--- config.mk ---
export PLATFORM = sky130hd
export DESIGN_NAME = mem_arbiter
export DESIGN_NICKNAME = d
export VERILOG_FILES = /design/src/rtl/mem_arbiter.sv
export SDC_FILE = /design/constraint.sdc
export NUM_CORES = 1
export LEC_CHECK = 0
export CORE_MARGIN = 4
export CORE_UTILIZATION = 37
export CTS_BUF_LIST = sky130_fd_sc_hd__clkbuf_16
export DETAILED_ROUTE_END_ITERATION = 12
export GPL_TIMING_DRIVEN = 0
export PLACE_DENSITY = 0.78
export REMOVE_ABC_BUFFERS = 1
export SETUP_SLACK_MARGIN = 0.05
export SYNTH_ARGS = -nofsm -noshare
export SYNTH_HDL_FRONTEND = slang
export SYNTH_SLANG_ARGS = --single-unit
--- constraint.sdc ---
create_clock -name clk -period 4.45 [get_ports clk]
set_clock_uncertainty 0.1 [all_clocks]
set_input_delay 0.445 -clock clk [delete_from_list [all_inputs] [get_ports clk]]
set_output_delay 0.445 -clock clk [all_outputs]
set_load 0.1 [all_outputs]
--- src/rtl/mem_arbiter.sv ---
// Shares one memory port between instruction fetch (IF) and load/store (D).
// D wins by default; IF is forced ahead after MAX_D_STREAK consecutive D grants it sat through.
module mem_arbiter #(
  parameter int ADDR_WIDTH   = 32,
  parameter int DATA_WIDTH   = 32,
  parameter int MAX_D_STREAK = 4
) (
  input  logic                  clk,
  input  logic                  rst,
  input  logic                  if_req,
  input  logic [ADDR_WIDTH-1:0] if_addr,
  output logic [DATA_WIDTH-1:0] if_rdata,
  output logic                  if_done,
  input  logic                  d_req,
  input  logic                  d_we,
  input  logic [ADDR_WIDTH-1:0] d_addr,
  input  logic [DATA_WIDTH-1:0] d_wdata,
  output logic [DATA_WIDTH-1:0] d_rdata,
  output logic                  d_done,
  output logic                  mem_start,
  output logic                  mem_we,
  output logic [ADDR_WIDTH-1:0] mem_addr,
  output logic [DATA_WIDTH-1:0] mem_wdata,
  input  logic [DATA_WIDTH-1:0] mem_rdata,
  input  logic                  mem_ready,
  output logic                  busy
);

  typedef enum logic [2:0] {IDLE, ISSUE, WAIT_BUSY, WAIT_DONE, RESP} state_t;

  localparam logic [3:0] STREAK_MAX = 4'(MAX_D_STREAK);

  state_t                r_state;
  logic                  r_grant_d;
  logic [3:0]            r_streak;
  logic [DATA_WIDTH-1:0] r_if_rdata;
  logic [DATA_WIDTH-1:0] r_d_rdata;
  logic                  r_if_done;
  logic                  r_d_done;
  logic                  r_mem_start;
  logic                  r_mem_we;
  logic [ADDR_WIDTH-1:0] r_mem_addr;
  logic [DATA_WIDTH-1:0] r_mem_wdata;
  logic                  r_busy;

  logic w_req_any;
  logic w_grant_if;

  assign w_req_any  = if_req | d_req;
  assign w_grant_if = if_req & (~d_req | (r_streak == STREAK_MAX));

  always_ff @(posedge clk or posedge rst) begin
    if (rst) begin
      r_state     <= IDLE;
      r_grant_d   <= 1'b0;
      r_streak    <= '0;
      r_if_rdata  <= '0;
      r_d_rdata   <= '0;
      r_if_done   <= 1'b0;
      r_d_done    <= 1'b0;
      r_mem_start <= 1'b0;
      r_mem_we    <= 1'b0;
      r_mem_addr  <= '0;
      r_mem_wdata <= '0;
      r_busy      <= 1'b0;
    end else begin
      r_mem_start <= 1'b0;
      r_if_done   <= 1'b0;
      r_d_done    <= 1'b0;
      case (r_state)
        IDLE: begin
          if (w_req_any && mem_ready) begin
            r_state     <= ISSUE;
            r_busy      <= 1'b1;
            r_mem_start <= 1'b1;
            if (w_grant_if) begin
              r_grant_d   <= 1'b0;
              r_mem_we    <= 1'b0;
              r_mem_addr  <= if_addr;
              r_mem_wdata <= '0;
              r_streak    <= '0;
            end else begin
              r_grant_d   <= 1'b1;
              r_mem_we    <= d_we;
              r_mem_addr  <= d_addr;
              r_mem_wdata <= d_wdata;
              // Only grants that make IF wait count toward the streak.
              if (!if_req)
                r_streak <= '0;
              else if (r_streak < STREAK_MAX)
                r_streak <= r_streak + 4'd1;
            end
          end
        end
        ISSUE: begin
          r_state <= WAIT_BUSY;
        end
        WAIT_BUSY: begin
          if (!mem_ready)
            r_state <= WAIT_DONE;
        end
        WAIT_DONE: begin
          if (mem_ready) begin
            r_state <= RESP;
            if (r_grant_d) begin
              if (!r_mem_we)
                r_d_rdata <= mem_rdata;
              r_d_done <= 1'b1;
            end else begin
              r_if_rdata <= mem_rdata;
              r_if_done  <= 1'b1;
            end
          end
        end
        RESP: begin
          r_state <= IDLE;
          r_busy  <= 1'b0;
        end
        default: begin
          r_state <= IDLE;
          r_busy  <= 1'b0;
        end
      endcase
    end
  end

  assign if_rdata  = r_if_rdata;
  assign if_done   = r_if_done;
  assign d_rdata   = r_d_rdata;
  assign d_done    = r_d_done;
  assign mem_start = r_mem_start;
  assign mem_we    = r_mem_we;
  assign mem_addr  = r_mem_addr;
  assign mem_wdata = r_mem_wdata;
  assign busy      = r_busy;

endmodule
==> reports/results.tsv, run 1 <==
stage	metric	value	unit
die	pin_count	267	
finish	synthToLayoutAreaGrowth	59.8	%
synthesis	post-synth-top-area-cell	sky130_fd_sc_hd__dfrtp_1	
synthesis	synth_area_leaders	sky130_fd_sc_hd__dfrtp_1 63%, sky130_fd_sc_hd__mux2_2 12%, sky130_fd_sc_hd__a21oi_1 6.0%	
clock_network	cts.reportedPaths.clkPinSlew	0.06	ns
synthesis	ys_seq_area_frac	0.633	
clock_network	cts_hold_buffers	0	
synthesis	synth_most_common_cell	sky130_fd_sc_hd__dfrtp_1	
synthesis	synthTopCellsByCount	141 x sky130_fd_sc_hd__dfrtp_1, 67 x sky130_fd_sc_hd__a21oi_1, 58 x sky130_fd_sc_hd__mux2_2	
synthesis	asyncSetResetFlopFracSynth	1.00	
global_route	vias_in_the_first_global_route	4786	
clock_network	clock_sink_count	141	
job	drv.max_cap_violation_count	0	
global_route	global_route.overflow_total	0	
clock_network	post_cts_buffers	0	
global_route	grt_pass1_wl	24.1	mm
synthesis	mapped_cell_area	5570	µm²
worst_setup_path	cp_max_fo	45	
sta	fmax	334	MHz
clock_network	htree_levels	4	
synthesis	synth-edff-count	0	
synthesis	post_synth.cell_area_avg	12.9	µm²
finish	final_core_occ	0.608	
clock_network	ctsRootBufferMaster	sky130_fd_sc_hd__clkbuf_16	
synthesis	synth_seq_cells	141	
sta	layout_worst_path_cycle_share	0.673	
global_route	antenna_found_initial	0	
sta	max-slew-margin-rel	0.0972	
worst_setup_path	timing.critical_path.arrival	3.19	ns
placement	gp_routability_congestion	0.757	
sta	finalHoldViolCount	0	
sta	final_max_slew_viol_count	0	
routing	postRouteAntennaNets	0	
synthesis	yosys.cell_types.count	30	
sta	fin_tns_setup	0	ns
worst_setup_path	kind_of_end_point_of_the_critical_path	register	
die	die_width	131	µm
worst_setup_path	setup.worst_path.start_class	input port	
routing	routed_wirelength	15.5	mm
synthesis	leading_register_cell_type_out_of_synthesis	sky130_fd_sc_hd__dfrtp_1	
clock_network	post_cts_resize_count	0	
global_route	grt_use_total	0.181	
sta	layout_min_cycle_time	3.00	ns
sta	unrepaired_setup_endpoints_after_global_routing	false	
die	start_util	0.380	
routing	post-route-drc-count	0	
outcome	outcome	finished clean	
synthesis	synthesis.yosys.warnings	0	
routing	drt_pre_antenna_iters	4	
min_path	hold_class	in2async	
clock_network	tritoncts	yes	
routing	route.vias.total	4424	
routing	initialDrtViolationCount	113	
sta	setup_violations	0	
worst_setup_path	crit_type	in2reg	
sta	timing_worst_slew_pin_value	1.35	ns
finish	finish.net_count	827	
global_route	grt_start_max_net_pins	80	
placement	dp_wirelength	11.3	mm
worst_setup_path	worstPathRequired	4.64	ns
synthesis	syn_inst	431	
clock_network	clock_tree.buffer_depth	2	
die	rows	44	
clock_network	insertion_delay	0.41	ns
synthesis	synth_top_area_share	0.633	
placement	i_o_buffers	266	
die	die_height	131	µm
routing	routed_wl_per_cell	17.5	µm
die	fp.dieArea	17100	µm²
finish	num_antenna_cells	0	
die	design.core.area	14600	µm²
routing	vias_per_cell	4.98	
clock_network	tritoncts.num_buffers	17	
finish	post_route_cells_drive_above_1_share	0.139	
## path summary, 6_finish.rpt
path,from,to,slack (ns),cells after the start
worst max-delay path,mem_ready,r_streak[0],1.45,7
worst min-delay path,rst,d_rdata[21],0.38,2
worst max register to register,r_state[1],r_streak[0],1.56,5
worst min register to register,d_rdata[26],d_rdata[26],0.38,1
max in group asynchronous,rst,mem_wdata[15],3.11,3
min in group clk,d_rdata[26],d_rdata[26],0.38,1
## cells in the final DEF (no fill, tap or decap), types with 2 or more instances in the layout
| cell type | netlist | layout |
|---|---|---|
| sky130_fd_sc_hd__nor2_1 | 34 | 33 |
| sky130_fd_sc_hd__inv_6 | 0 | 3 |
| sky130_fd_sc_hd__clkinv_2 | 0 | 3 |
| sky130_fd_sc_hd__buf_12 | 0 | 2 |
| sky130_fd_sc_hd__clkbuf_16 | 0 | 17 |
| sky130_fd_sc_hd__clkinv_1 | 0 | 3 |
| sky130_fd_sc_hd__clkdlybuf4s50_1 | 0 | 266 |
| sky130_fd_sc_hd__buf_16 | 0 | 2 |
| sky130_fd_sc_hd__a22o_1 | 35 | 35 |
| sky130_fd_sc_hd__a21oi_1 | 67 | 67 |
| sky130_fd_sc_hd__mux2_1 | 7 | 7 |
| sky130_fd_sc_hd__ha_1 | 2 | 2 |
| sky130_fd_sc_hd__clkinvlp_4 | 0 | 3 |
| sky130_fd_sc_hd__inv_1 | 5 | 7 |
| sky130_fd_sc_hd__and4b_1 | 2 | 2 |
| sky130_fd_sc_hd__dfrtp_1 | 141 | 141 |
| sky130_fd_sc_hd__nand2_1 | 33 | 33 |
| sky130_fd_sc_hd__mux2_2 | 58 | 58 |
| sky130_fd_sc_hd__nor2b_4 | 0 | 2 |
## registers in the layout, indices dropped and copies added, names as in the netlist
| register | flops |
|---|---|
| mem_we | 1 |
| if_done | 1 |
| d_rdata | 32 |
| mem_start | 1 |
| mem_addr | 32 |
| mem_wdata | 32 |
| d_done | 1 |
| r_state | 3 |
| r_streak | 4 |
| busy | 1 |
| if_rdata | 32 |
| r_grant_d | 1 |
## metrics by stage
step | hold slack (ns) | setup slack, ns | area [µm²] | std cells
final | 0.381 | 1.45 | 8900 | 888
after global routing | 0.401 | 1.34 | 8900 | 888
after CTS | 0.387 | 1.45 | 8900 | 888
after detailed placement | 0.374 | 1.01 | 8370 | 856
after global placement | 0.367 | -1.62 | 8250 | 852
after floorplan | 0.346 | 0.124 | 5360 | 402
## kinds of logic (layout without fill, tap and decap cells)
group	after synthesis	in the layout	share of synthesized area
muxes	65	65	0.131
DFF	141	141	0.633
AOI/OAI and AO/OA	109	109	0.124
buffers and inverters	35	308	0.0427
and+or+nand+nor	79	79	0.0642
adders and majority gates	2	2	0.00449
## worst max-delay path, stage by stage
cell	delay [ns]
sky130_fd_sc_hd__clkdlybuf4s50_1	0.53
sky130_fd_sc_hd__o21ai_1	0.11
sky130_fd_sc_hd__or4_2	0.86
sky130_fd_sc_hd__buf_12	0.31
sky130_fd_sc_hd__inv_2	0.50
sky130_fd_sc_hd__o21ai_2	0.13
sky130_fd_sc_hd__mux2_2	0.29
## layer usage
layer  track usage  vias up  wire length, µm
met1         0.208     2173             6180
met5             0        -                0
met3        0.0785       21             1640
met4        0.0653        0              280
met2         0.304      202             7430
li1              -     2028                -
## cell type report
class | count | area, µm²
Clock buffer | 17 | 425
Sequential cell | 141 | 3530
Clock inverter | 15 | 108
Timing Repair Buffer | 270 | 2760
Inverter | 6 | 27.5
Fill cell | 1157 | 5740
Multi-Input combinational cell | 255 | 1820
Tap cell | 184 | 230
Power of run 1 is left out: the tool's default activity adds up to more than one toggle a clock period on the data nets, which glitch-free logic cannot reach.
==> run 2, diff against run 1 <==
CORE_UTILIZATION = 41   (was 37)
PLACE_DENSITY = 0.82   (was 0.78)
clock period = 2.8 ns   (was 4.45 ns; I/O delays follow)
==> reports/results.tsv, run 2 (synthesis gave the netlist of run 1 again) <==
stage	metric	value	unit
placement	i_o_buffers	266	
die	pin_count	267	
worst_setup_path	timing.critical_path.arrival	2.82	ns
min_path	hold_class	in2async	
routing	route.vias.total	4513	
worst_setup_path	critical_path_depth	4	
routing	initialDrtViolationCount	203	
global_route	antenna_found_initial	0	
die	rows	42	
die	design.core.area	13300	µm²
worst_setup_path	cp_max_fo	45	
placement	dpl_cell_area	8340	µm²
routing	routed_wirelength	16.0	mm
routing	drt_pre_antenna_iters	4	
sta	layout_min_cycle_time	2.57	ns
sta	final_max_slew_viol_count	0	
global_route	vias_in_the_first_global_route	4849	
clock_network	insertion_delay	0.42	ns
finish	layout_commonest_cell	sky130_fd_sc_hd__clkdlybuf4s50_1	
die	start_util	0.419	
finish	num_antenna_cells	0	
sta	layout_worst_path_cycle_share	0.918	
worst_setup_path	cp-endpoint	mem_wdata[31]	
outcome	outcome	finished clean	
die	die_height	125	µm
clock_network	clock_sink_count	141	
worst_setup_path	critical_path.n_buffers_inverters	1	
worst_setup_path	crit_type	reg2reg	
global_route	grt_start_max_net_pins	92	
global_route	grt_use_total	0.209	
global_route	global_route.overflow_total	0	
worst_setup_path	critical_path.cell_chain	or4_2, buf_12, nor2_4, a22o_1	
routing	postRouteAntennaNets	0	
worst_setup_path	r2r_end	mem_wdata[31]	
sta	setup_violations	0	
placement	dp_wirelength	11.4	mm
finish	commonest_cells_after_routing_fill_and_taps_aside	266 x sky130_fd_sc_hd__clkdlybuf4s50_1, 141 x sky130_fd_sc_hd__dfrtp_1, 67 x sky130_fd_sc_hd__a21oi_1, 58 x sky130_fd_sc_hd__mux2_2, 35 x sky130_fd_sc_hd__a22o_1	
job	drv.max_cap_violation_count	0	
worst_setup_path	crit-reg2reg-launch	r_state[1]	
worst_setup_path	crit_path_start	r_state[1]	
die	die_width	125	µm
routing	routed_wl_per_cell	18.2	µm
worst_setup_path	worst_path_max_delay_cell	sky130_fd_sc_hd__or4_2	
sta	fmax	389	MHz
clock_network	ctsRootBufferMaster	sky130_fd_sc_hd__clkbuf_16	
worst_setup_path	largest_stage_delay_on_the_critical_path	1.04	ns
clock_network	cts.reportedPaths.clkPinSlew	0.06	ns
worst_setup_path	r2r_setup_slack	0.23	ns
finish	fill_cells	962	
sta	unrepaired_setup_endpoints_after_global_routing	false	
finish	final_core_occ	0.673	
worst_setup_path	worstPathRequired	3.05	ns
worst_setup_path	kind_of_end_point_of_the_critical_path	register	
finish	finish.net_count	827	
finish	synthToLayoutAreaGrowth	60.6	%
routing	vias_per_cell	5.13	
worst_setup_path	timing.reg2reg.worst_path_depth	4	
placement	gp_routability_congestion	0.785	
sta	timing_worst_slew_pin_value	1.03	ns
routing	post-route-drc-count	0	
worst_setup_path	cpLargestDelayFamily	simple AND/OR/NAND/NOR gates	
finish	postLayoutCellArea	8950	µm²
clock_network	tritoncts.num_buffers	17	
clock_network	cts_hold_buffers	0	
sta	finalHoldViolCount	0	
finish	post_route_cells_drive_above_1_share	0.145	
worst_setup_path	setup.worst_path.start_class	register	
sta	max-slew-margin-rel	0.314	
global_route	grt_pass1_wl	25.8	mm
die	fp.dieArea	15500	µm²
clock_network	clock_tree.buffer_depth	2	
clock_network	tritoncts	yes	
clock_network	htree_levels	4	
clock_network	post_cts_buffers	0	
[run 2: area by class of cell]
class	instances	area, µm²	area share
repair buffers	269	2740	0.306
clock buffers	17	425	0.0475
well taps	176	220	0.0246
inverters	6	30.0	0.00336
clock inverters	15	171	0.0192
flip-flops and latches	141	3530	0.394
multi-input cells	256	1830	0.205
[run 2: stage by stage]
step	hold WS, ns	setup TNS, ns	worst slack, ns	cells
5_1_grt	0.221	0	0.111	880
2_1_floorplan	0.284	-197.89	-1.36	402
6_report	0.180	0	0.230	880
3_5_place_dp	0.377	-17.80	-0.447	847
4_1_cts	0.177	0	0.219	880
3_3_place_gp	0.367	-591.58	-3.03	844
[run 2: how the worst min path moves through the flow]
stage / from / end / slack [ns]
4_1_cts: rst / d_rdata[20] / 0.18
5_1_grt: rst / d_rdata[20] / 0.22
3_5_place_dp: d_rdata[22] / d_rdata[22] / 0.38
3_3_place_gp: d_rdata[22] / d_rdata[22] / 0.37
6_report: rst / mem_addr[20] / 0.18
2_1_floorplan: mem_ready / r_state[1] / 0.28
[run 2: layer usage]
layer / vias to the layer above / GRT usage / share of wire
met5: - / 0 / 0
met4: 0 / 0.0903 / 0.024
met3: 28 / 0.0785 / 0.092
met2: 237 / 0.340 / 0.48
met1: 2211 / 0.249 / 0.41
li1: 2037 / - / -
[run 2: timing repair]
item | 4_1_cts | 5_1_grt
resized for setup | 3 | 0
setup endpoints to repair | 34 | 0
hold endpoints to repair | 0 | 0
Power of run 2 is left out for the same reason.
==> run 3, diff against run 2 <==
RECOVER_POWER = 50   (was default)
==> reports/results.tsv, run 3 (synthesis gave the netlist of run 1 again) <==
stage	metric	value	unit
finish	layout_commonest_cell	sky130_fd_sc_hd__clkdlybuf4s50_1	
clock_network	tritoncts.num_buffers	17	
sta	finalHoldViolCount	0	
routing	drt_pre_antenna_iters	4	
die	fp.dieArea	15500	µm²
global_route	grt_start_max_net_pins	92	
worst_setup_path	r2r_setup_slack	0.22	ns
finish	postLayoutCellArea	8940	µm²
finish	num_antenna_cells	0	
routing	vias_per_cell	5.14	
worst_setup_path	largest_stage_delay_on_the_critical_path	0.92	ns
finish	final_cell_count_no_fill	880	
sta	timing_worst_slew_pin_value	2.01	ns
sta	setup_violations	0	
sta	unrepaired_setup_endpoints_after_global_routing	false	
clock_network	cts.reportedPaths.clkPinSlew	0.06	ns
die	die_width	125	µm
placement	i_o_buffers	266	
finish	fill_cells	963	
worst_setup_path	worstPathRequired	3.05	ns
die	start_util	0.419	
finish	multi_input_area	1830	µm²
worst_setup_path	setup.worst_path.start_class	input port	
min_path	hold_class	in2reg	
global_route	global_route.overflow_total	0	
placement	dpl_cell_area	8340	µm²
die	design.core.area	13300	µm²
outcome	failed_checks	max-capacitance violations, max-slew violations	
placement	pre_cts_slack	-0.447	ns
finish	synthToLayoutAreaGrowth	60.5	%
finish	post_route_cells_drive_above_1_share	0.141	
global_route	antenna_found_initial	0	
sta	fmax	382	MHz
sta	postLayoutSetupSlackWorst	0.181	ns
global_route	grt_pass1_wl	25.8	mm
worst_setup_path	critical_path.cell_chain	dlygate4sd3_1, o21ai_0, or4_2, buf_12, nor2_4, a22o_1	
sta	layout_min_cycle_time	2.62	ns
worst_setup_path	crit_type	in2reg	
worst_setup_path	cp_max_fo	45	
clock_network	ctsRootBufferMaster	sky130_fd_sc_hd__clkbuf_16	
finish	finish.net_count	827	
finish	final_core_occ	0.672	
global_route	grt_use_total	0.209	
placement	gp_routability_congestion	0.785	
die	pin_count	267	
sta	final_max_slew_viol_count	51	
finish	regArea	3530	µm²
routing	postRouteAntennaNets	0	
worst_setup_path	worst_path_max_delay_cell	sky130_fd_sc_hd__or4_2	
clock_network	insertion_delay	0.42	ns
clock_network	htree_levels	4	
global_route	vias_in_the_first_global_route	4849	
clock_network	clock_tree.buffer_depth	2	
worst_setup_path	timing.critical_path.arrival	2.87	ns
routing	initialDrtViolationCount	193	
sta	max-slew-margin-rel	-0.339	
routing	route.vias.total	4523	
placement	dp_wirelength	11.4	mm
die	rows	42	
routing	routed_wl_per_cell	18.3	µm
die	die_height	125	µm
worst_setup_path	kind_of_end_point_of_the_critical_path	register	
routing	routed_wirelength	16.1	mm
clock_network	tritoncts	yes	
min_path	min_path_cells	3	
finish	commonest_cells_after_routing_fill_and_taps_aside	236 x sky130_fd_sc_hd__clkdlybuf4s50_1, 141 x sky130_fd_sc_hd__dfrtp_1, 67 x sky130_fd_sc_hd__a21oi_1, 57 x sky130_fd_sc_hd__mux2_2, 35 x sky130_fd_sc_hd__a22o_1	
sta	layout_worst_path_cycle_share	0.936	
job	drv.max_cap_violation_count	1	
routing	post-route-drc-count	0	
outcome	outcome	finished with violations	
worst_setup_path	timing.reg2reg.worst_path_depth	4	
clock_network	clock_sink_count	141	
placement	placed_cells_incl_taps	847	
run 3: area by class of cell:
| class | count | share of cell area |
|---|---|---|
| Sequential cell | 141 | 0.395 |
| Timing Repair Buffer | 269 | 0.306 |
| Multi-Input combinational cell | 256 | 0.205 |
| Clock buffer | 17 | 0.0476 |
| Tap cell | 176 | 0.0246 |
| Clock inverter | 15 | 0.0192 |
| Inverter | 6 | 0.00280 |
run 3: layer usage:
metal / up-vias / GRT usage / routed length (µm)
li1: 2035 / - / -
met1: 2215 / 0.249 / 6580
met3: 29 / 0.0785 / 1450
met5: - / 0 / 0
met4: 0 / 0.0903 / 383
met2: 244 / 0.340 / 7670
run 3: final timing paths:
check                            start            end
min in group asynchronous          rst   mem_addr[15]
min reg2reg                d_rdata[22]    d_rdata[22]
min                        if_addr[23]   mem_addr[23]
max                             if_req  mem_wdata[31]
max in group asynchronous          rst         d_done
max reg2reg                 r_state[1]  mem_wdata[31]
run 3: repair_timing:
item	in CTS	in global routing
gates resized for setup	3	0
hold buffers	0	0
buffers inserted	0	0
setup endpoints to repair	34	0
run 3: per-stage QoR:
stage	hold WS, ns	setup TNS [ns]
after floorplan	0.284	-197.89
final	0.293	0
after CTS	0.177	0
after global routing	0.300	0
after detailed placement	0.377	-17.80
after global placement	0.367	-591.58
run 3: critical path, delay by kind of cell:
family / cells / cell delay (ns)
AO/OA/AOI/OAI: 2 / 0.34
AND/OR/NAND/NOR: 2 / 1.31
buffers and inverters: 2 / 0.93
Power of run 3 is left out for the same reason.
